$ cat src/rtl/rv32i_trap_sequencer.sv
// Trap/return sequencer: arbitrates exceptions, interrupts and mret, drains the
// pipeline for FLUSH_CYCLES, then strobes the CSR unit for one cycle.
module rv32i_trap_sequencer #(
  parameter int FLUSH_CYCLES = 2
) (
  input  logic        i_clk,
  input  logic        i_rst,
  input  logic        i_ce,
  input  logic [31:0] i_pc,
  input  logic        i_is_inst_illegal,
  input  logic        i_is_ecall,
  input  logic        i_is_ebreak,
  input  logic        i_is_mret,
  input  logic        i_external_interrupt,
  input  logic        i_software_interrupt,
  input  logic        i_timer_interrupt,
  input  logic        i_mstatus_mie,
  input  logic        i_mie_meie,
  input  logic        i_mie_msie,
  input  logic        i_mie_mtie,
  output logic        o_stall,
  output logic        o_flush,
  output logic        o_go_to_trap,
  output logic        o_return_from_trap,
  output logic [31:0] o_mcause,
  output logic [31:0] o_mepc
);

  localparam logic [1:0] S_IDLE   = 2'd0;
  localparam logic [1:0] S_DRAIN  = 2'd1;
  localparam logic [1:0] S_TRAP   = 2'd2;
  localparam logic [1:0] S_RETURN = 2'd3;

  localparam logic [3:0] CNT_LAST = 4'(FLUSH_CYCLES - 1);

  logic [1:0]  state_q, state_d;
  logic [3:0]  cnt_q, cnt_d;
  logic        holdoff_q, holdoff_d;
  logic [31:0] mcause_q, mcause_d;
  logic [31:0] mepc_q, mepc_d;
  logic        stall_q, flush_q, trap_q, ret_q;

  logic        exc_v, irq_v, irq_ok;
  logic [31:0] exc_cause, irq_cause;

  always_comb begin
    exc_v     = 1'b1;
    exc_cause = 32'h0;
    if (i_is_inst_illegal)  exc_cause = 32'h0000_0002;
    else if (i_is_ecall)    exc_cause = 32'h0000_000B;
    else if (i_is_ebreak)   exc_cause = 32'h0000_0003;
    else                    exc_v     = 1'b0;

    // Holdoff gives the CSR unit one cycle to publish its new MIE value.
    irq_ok    = i_mstatus_mie & ~holdoff_q;
    irq_v     = 1'b1;
    irq_cause = 32'h0;
    if (irq_ok & i_external_interrupt & i_mie_meie)      irq_cause = 32'h8000_000B;
    else if (irq_ok & i_software_interrupt & i_mie_msie) irq_cause = 32'h8000_0003;
    else if (irq_ok & i_timer_interrupt & i_mie_mtie)    irq_cause = 32'h8000_0007;
    else                                                 irq_v     = 1'b0;
  end

  always_comb begin
    state_d   = state_q;
    cnt_d     = cnt_q;
    holdoff_d = holdoff_q;
    mcause_d  = mcause_q;
    mepc_d    = mepc_q;
    case (state_q)
      S_IDLE: begin
        holdoff_d = 1'b0;
        if (i_ce) begin
          if (exc_v) begin
            mcause_d = exc_cause;
            mepc_d   = i_pc;
            cnt_d    = 4'd0;
            state_d  = S_DRAIN;
          end else if (irq_v) begin
            mcause_d = irq_cause;
            mepc_d   = i_pc;
            cnt_d    = 4'd0;
            state_d  = S_DRAIN;
          end else if (i_is_mret) begin
            state_d  = S_RETURN;
          end
        end
      end
      S_DRAIN: begin
        if (cnt_q == CNT_LAST) begin
          cnt_d   = 4'd0;
          state_d = S_TRAP;
        end else begin
          cnt_d   = cnt_q + 4'd1;
        end
      end
      S_TRAP, S_RETURN: begin
        holdoff_d = 1'b1;
        state_d   = S_IDLE;
      end
      default: state_d = S_IDLE;
    endcase
  end

  // Outputs are decoded from the next state so they line up with state_q.
  always_ff @(posedge i_clk) begin
    if (i_rst) begin
      state_q   <= S_IDLE;
      cnt_q     <= 4'd0;
      holdoff_q <= 1'b0;
      mcause_q  <= 32'h0;
      mepc_q    <= 32'h0;
      stall_q   <= 1'b0;
      flush_q   <= 1'b0;
      trap_q    <= 1'b0;
      ret_q     <= 1'b0;
    end else begin
      state_q   <= state_d;
      cnt_q     <= cnt_d;
      holdoff_q <= holdoff_d;
      mcause_q  <= mcause_d;
      mepc_q    <= mepc_d;
      stall_q   <= (state_d != S_IDLE);
      flush_q   <= (state_d == S_DRAIN) || (state_d == S_RETURN);
      trap_q    <= (state_d == S_TRAP);
      ret_q     <= (state_d == S_RETURN);
    end
  end

  assign o_stall            = stall_q;
  assign o_flush            = flush_q;
  assign o_go_to_trap       = trap_q;
  assign o_return_from_trap = ret_q;
  assign o_mcause           = mcause_q;
  assign o_mepc             = mepc_q;

endmodule

$ cat config.mk
export PLATFORM = sky130hd
export DESIGN_NAME = rv32i_trap_sequencer
export DESIGN_NICKNAME = d
export VERILOG_FILES = /design/src/rtl/rv32i_trap_sequencer.sv
export SDC_FILE = /design/constraint.sdc
export NUM_CORES = 1
export LEC_CHECK = 0
export ABC_AREA = 1
export BUFFER_PORTS_ARGS = -buffer_cell sky130_fd_sc_hd__buf_2
export CORE_MARGIN = 3
export CORE_UTILIZATION = 47
export CTS_BUF_LIST = sky130_fd_sc_hd__clkbuf_4
export DETAILED_ROUTE_END_ITERATION = 8
export PLACE_DENSITY = 0.9
export SYNTH_ARGS = -nofsm -noshare
export SYNTH_HDL_FRONTEND = slang
export SYNTH_SLANG_ARGS = --single-unit
$ cat constraint.sdc
create_clock -name i_clk -period 1.63 [get_ports i_clk]
set_input_delay 0.2445 -clock i_clk [delete_from_list [all_inputs] [get_ports i_clk]]
set_output_delay 0.2445 -clock i_clk [all_outputs]
set_load 0.005 [all_outputs]
## Yosys cells after proc, flatten, opt, wreduce, memory -nomap -nowiden

Cells that the tools add are included.

| storage, ports and cells | value |
|---|---|
| input port bits | 46 |
| register bits | 75 |

| operators by class | value |
|---|---|
| bitwise logic cells | 8 |
| eq/ne operators | 9 |
| add/subtract/negate cells | 1 |
| multiplexer cells | 28 |
| reduce and logical (&&, ||, !) cells | 9 |

Operators by type and width:

| operator | count |
|---|---|
| 2-to-1 mux 32 bit | 7 |
| 2-to-1 mux 4 bit | 6 |
| 2-to-1 mux 2 bit | 6 |
| == test 2 bit (second input constant) | 4 |
| one-hot mux 4 bit (2 select lines) | 1 |
| nonzero test 2 bit | 4 |
| AND 1 bit | 7 |
| 2-to-1 mux 1 bit | 6 |
| one-hot mux 2 bit (3 select lines) | 1 |
| AND reduction 3 bit | 2 |
| adder 4 x 1 -> 4 bit (second input constant) | 1 |
| == test 2 x 1 -> 1 bit (second input constant) | 2 |
| == test 4 x 1 -> 1 bit (second input constant) | 1 |
| != test 3 bit (second input constant) | 1 |
| zero test 2 bit | 1 |
| != test 2 bit (second input constant) | 1 |
| one-hot mux 1 bit (2 select lines) | 1 |
| OR reduction 2 bit | 1 |
| logical OR 1 bit | 1 |
| NOT 1 bit | 1 |

## Longest topological paths before layout

| logic depth | value |
|---|---|
| depth in word-level cells | 13 |
| gate-level depth with buffers | 9 |

## Worst setup path after synthesis

Ideal clock, no wire load.

| path | value |
|---|---|
| kind | flip-flop to flip-flop |
| start point | register holdoff_q |
| end point | register mepc_q[10], in the netlist o_mepc[10] |
| path buffers | 2 |
| setup slack | 0.445 ns |
| cell stages (with the launch flop) | 10 |
| clock period less this slack | 1.185 ns |
| arrival | 1.114 ns |
| path through | dfxtp_1 inv_1 nand2_2 nor2_2 nor2_4 nand2_4 buf_6 buf_8 nand3_2 a21oi_2 |

| between the ends | value |
|---|---|
| cells in the longest elaborated chain, start to end | 9 |
| elaborated cells on any way between the ends | 13 |

RTL lines:

| element | line | source |
|---|---|---|
| start: declaration | 38 | `logic holdoff_q, holdoff_d;` |
| start signal: assignment | 120 | `holdoff_q <= holdoff_d;` |
| NOT 1 bit (*) | 55 | `irq_ok = i_mstatus_mie & ~holdoff_q;` |
| AND 1 bit (*) | 55 |  |
| AND 1 bit (2 in series) | 60 | `else if (irq_ok & i_timer_interrupt & i_mie_mtie) irq_cause = 32'h8000_0007;` |
| 2-to-1 mux 1 bit | 60 |  |
| 2-to-1 mux 1 bit | 59 | `else if (irq_ok & i_software_interrupt & i_mie_msie) irq_cause = 32'h8000_0003;` |
| 2-to-1 mux 1 bit (*) | 58 | `if (irq_ok & i_external_interrupt & i_mie_meie) irq_cause = 32'h8000_000B;` |
| nonzero test 2 bit (no line) (*) | - |  |
| AND reduction 3 bit (no line) (*) | - |  |
| end signal: assignment | 122 | `mepc_q <= mepc_d;` |
| end: declaration | 40 | `logic [31:0] mepc_q, mepc_d;` |

Mark *: on every way between the ends. The rest lies on a longest branch, timed or not.
A chain may end at the register's enable or synchronous reset.

## Worst setup path after layout

| path | value |
|---|---|
| start point | register state_q[1] |
| end point | register mepc_q[22], in the netlist o_mepc[22] |

| between the ends | value |
|---|---|
| cells in the longest elaborated chain, start to end | 2 |

RTL lines:

| element | line | source |
|---|---|---|
| start: declaration | 36 | `logic [1:0] state_q, state_d;` |
| start signal: assignment | 118 | `state_q <= state_d;` |
| zero test 2 bit | 70 | `case (state_q)` |
| AND reduction 3 bit (no line) | - |  |

Every way passes these cells.

==> impl_metrics.ini <==
[floorplan]
io_pins = 114
start_util = 0.503
core_area_um2 = 4470
die_w_um = 75.2
rows = 24
dieArea_um2 = 5650
fp.dieH_um = 75.2

[route]
post_drt_via_cell_ratio = 4.82
vias = 1941
ant_nets = 0
postRouteWirelength_mm = 4.83
dr.pass1.iters = 4
drcViolationCount = 0
first_iter_violations = 54
wl_per_cell_um = 12.0

[clock_network]
cts_setup_buffers = 0
clk_pin_slew_ns = 0.13
cts_hold_buf = 0
cts.sinks = 48
clk_latency_ns = 0.35
root_buffer = clkbuf_4
htreeDepth = 2
tritoncts = done
cts-buffers-inserted = 5
clock_path_buffers = 2
cts_resized = 0

[synth]
ys_seq_elements = 48
synth_cell_types = 28
ys_seq_area_frac = 0.427
yosys.area.top_type = dfxtp_1
synth_area_um2 = 2250
synthArstFlopShare = 0
synth_edf_count = 0
ys_top_cells_by_area = dfxtp_1, buf_4, nand2_1, a21oi_1, nand3_1
syn_inst = 267
synthTopCellsByCount = nand2_1, dfxtp_1, a21oi_1
yosys_most_used_dff = dfxtp_1
ys.warnings.count = 0
synthDominantCellAreaShare = 0.427
yosysMostFrequentCell = nand2_1
avgSynthCellArea_um2 = 8.42

[outcome]
status = completed

[timing]
hold_slack_ns = 0.136
finalSetupTns_ns = 0
fin_skew_ns = 0.00759
worst_slack_ns = 0.199
finalHoldViolCount = 0
setup_viol = 0
fin_crit_sh = 0.878
period_needed_ns = 1.43
grt_setup_unrepaired = no
slew_violations = 0
fmax_ghz = 0.699

[power]
swShare = 0.274
power_switching_uw = 680
intPower_mw = 1.80
p_leak_nw = 1.28
pwr-share-clk = 0.279
seqPwrFrac = 0.526
power_density_nw_per_um2 = 935
p_comb_frac = 0.195
ir_worst_vdd_mv = 0.592

[critical_path]
r2r-end = o_mepc[22]
r2r_start = state_q[1]
cp-endpoint = o_mepc[22]
cp_data_required_time_ns = 1.92
worstSetupPathType = flip-flop to flip-flop
startpoint_type = flip-flop
reg2reg_setup_slack_ns = 0.20
worst-r2r-cell-count = 4
critPathLaunch = state_q[1]
critPathArrivalTime_ns = 1.72
cp_max_fo = 22
crit_path_end_kind = flip-flop

[global_routing]
first_global_vias = 1714
grt_pass1_wl_mm = 7.37
grt_start_max_net_pins = 24
antenna_found_initial = 0
grt_usage = 0.168
gr-total-overflow = 0

[cells_and_area]
num_antenna_cells = 0
final_cell_area_um2 = 2660
fillerInstances = 434
finalNetCount = 398
layout.cells.non_filler = 403
area_growth_pct = 18.1
drive_gt1_frac = 0.385

[placed_design]
dp.cells = 395
dpl-instance-area_um2 = 2580
place_congestion = 0.838
pre_cts_ws_ns = 0.168
io_buffers = 86
hpwl_mm = 3.73

[run]
maxCapViolations = 0

[min_path]
holdCritStartpoint = i_pc[11]
holdPathStages = 3
min_path_type = input port to flip-flop
-- metrics by stage --
stage / util / power, mW
final: 0.594 / 2.48
after global routing: 0.594 / 2.62
after CTS: 0.594 / 2.51
after detailed placement: 0.576 / 1.82
after global placement: 0.576 / 1.80
after floorplan: - / 1.70
-- cell families (layout without fill, tap and decap cells) --
logic type / after synthesis / after routing / share of synthesized area
AND/OR/NAND/NOR: 110 / 110 / 0.258
buffers and inverters: 57 / 115 / 0.170
flip-flops: 48 / 48 / 0.427
AO/OA/AOI/OAI: 47 / 47 / 0.124
adder cells (fa/ha/maj): 2 / 2 / 0.0111
XOR/XNOR: 2 / 2 / 0.00779
other: 1 / 27 / 0.00167
-- registers in the layout, summed over array words and instances, names as in the netlist --
signal / cells
o_mepc: 32
o_mcause: 5
cnt_q: 4
state_q: 2
holdoff_q: 1
o_flush: 1
o_go_to_trap: 1
o_return_from_trap: 1
o_stall: 1
-- worst max-delay path, stage by stage (launching register included) --
cell     delay [ns]
dfxtp_1        0.39
nor3_4         0.31
buf_4          0.35
nand3_1        0.13
a21oi_1        0.18
-- final cells by class --
cell class / count / area, um^2 / area share
clock inverters: 2 / 35.0 / 0.0132
multi-input cells: 188 / 1000 / 0.377
flip-flops and latches: 48 / 961 / 0.362
well taps: 52 / 65.1 / 0.0245
repair buffers: 93 / 495 / 0.187
inverters: 14 / 52.6 / 0.0198
clock buffers: 6 / 45.0 / 0.0170
-- power by group through the flow --
stage / clock (mW) / combinational [mW] / sequential (mW)
finish: 0.694 / 0.483 / 1.31
global route: 0.758 / 0.547 / 1.32
CTS: 0.720 / 0.487 / 1.31
detailed placement: 0 / 0.486 / 1.33
global placement: 0 / 0.471 / 1.33
floorplan: 0 / 0.360 / 1.34
-- worst min-delay path by stage --
| stage | end | slack, ns |
|---|---|---|
| after CTS | o_mepc[18] | 0.12 |
| after detailed placement | o_mcause[1] | 0.45 |
| after floorplan | o_mepc[10] | 0.39 |
| after global placement | o_mcause[1] | 0.44 |
| after global routing | o_mepc[12] | 0.11 |
| final | o_mepc[11] | 0.14 |
-- layout by cell type (no fill, tap or decap), drive strengths merged --
cell    count
dfxtp      48
xor2        2
a21oi      42
or2         1
buf        93
bufinv      1
conb       27
clkbuf      6
nor2       12
ha          2
nand3      40
nand2      54
clkinv      1
o21ai       4
nor3        2
inv        14
nand4       1
a21o        1
-- routing by layer --
metal / global-route usage / vias to the layer above / wire length (um)
met4: 0.0583 / 0 / 69
met3: 0.0387 / 6 / 385
met5: 0 / - / 0
li1: - / 978 / -
met2: 0.298 / 91 / 2370
met1: 0.199 / 866 / 2010
Power figures use the tool's default switching activity.
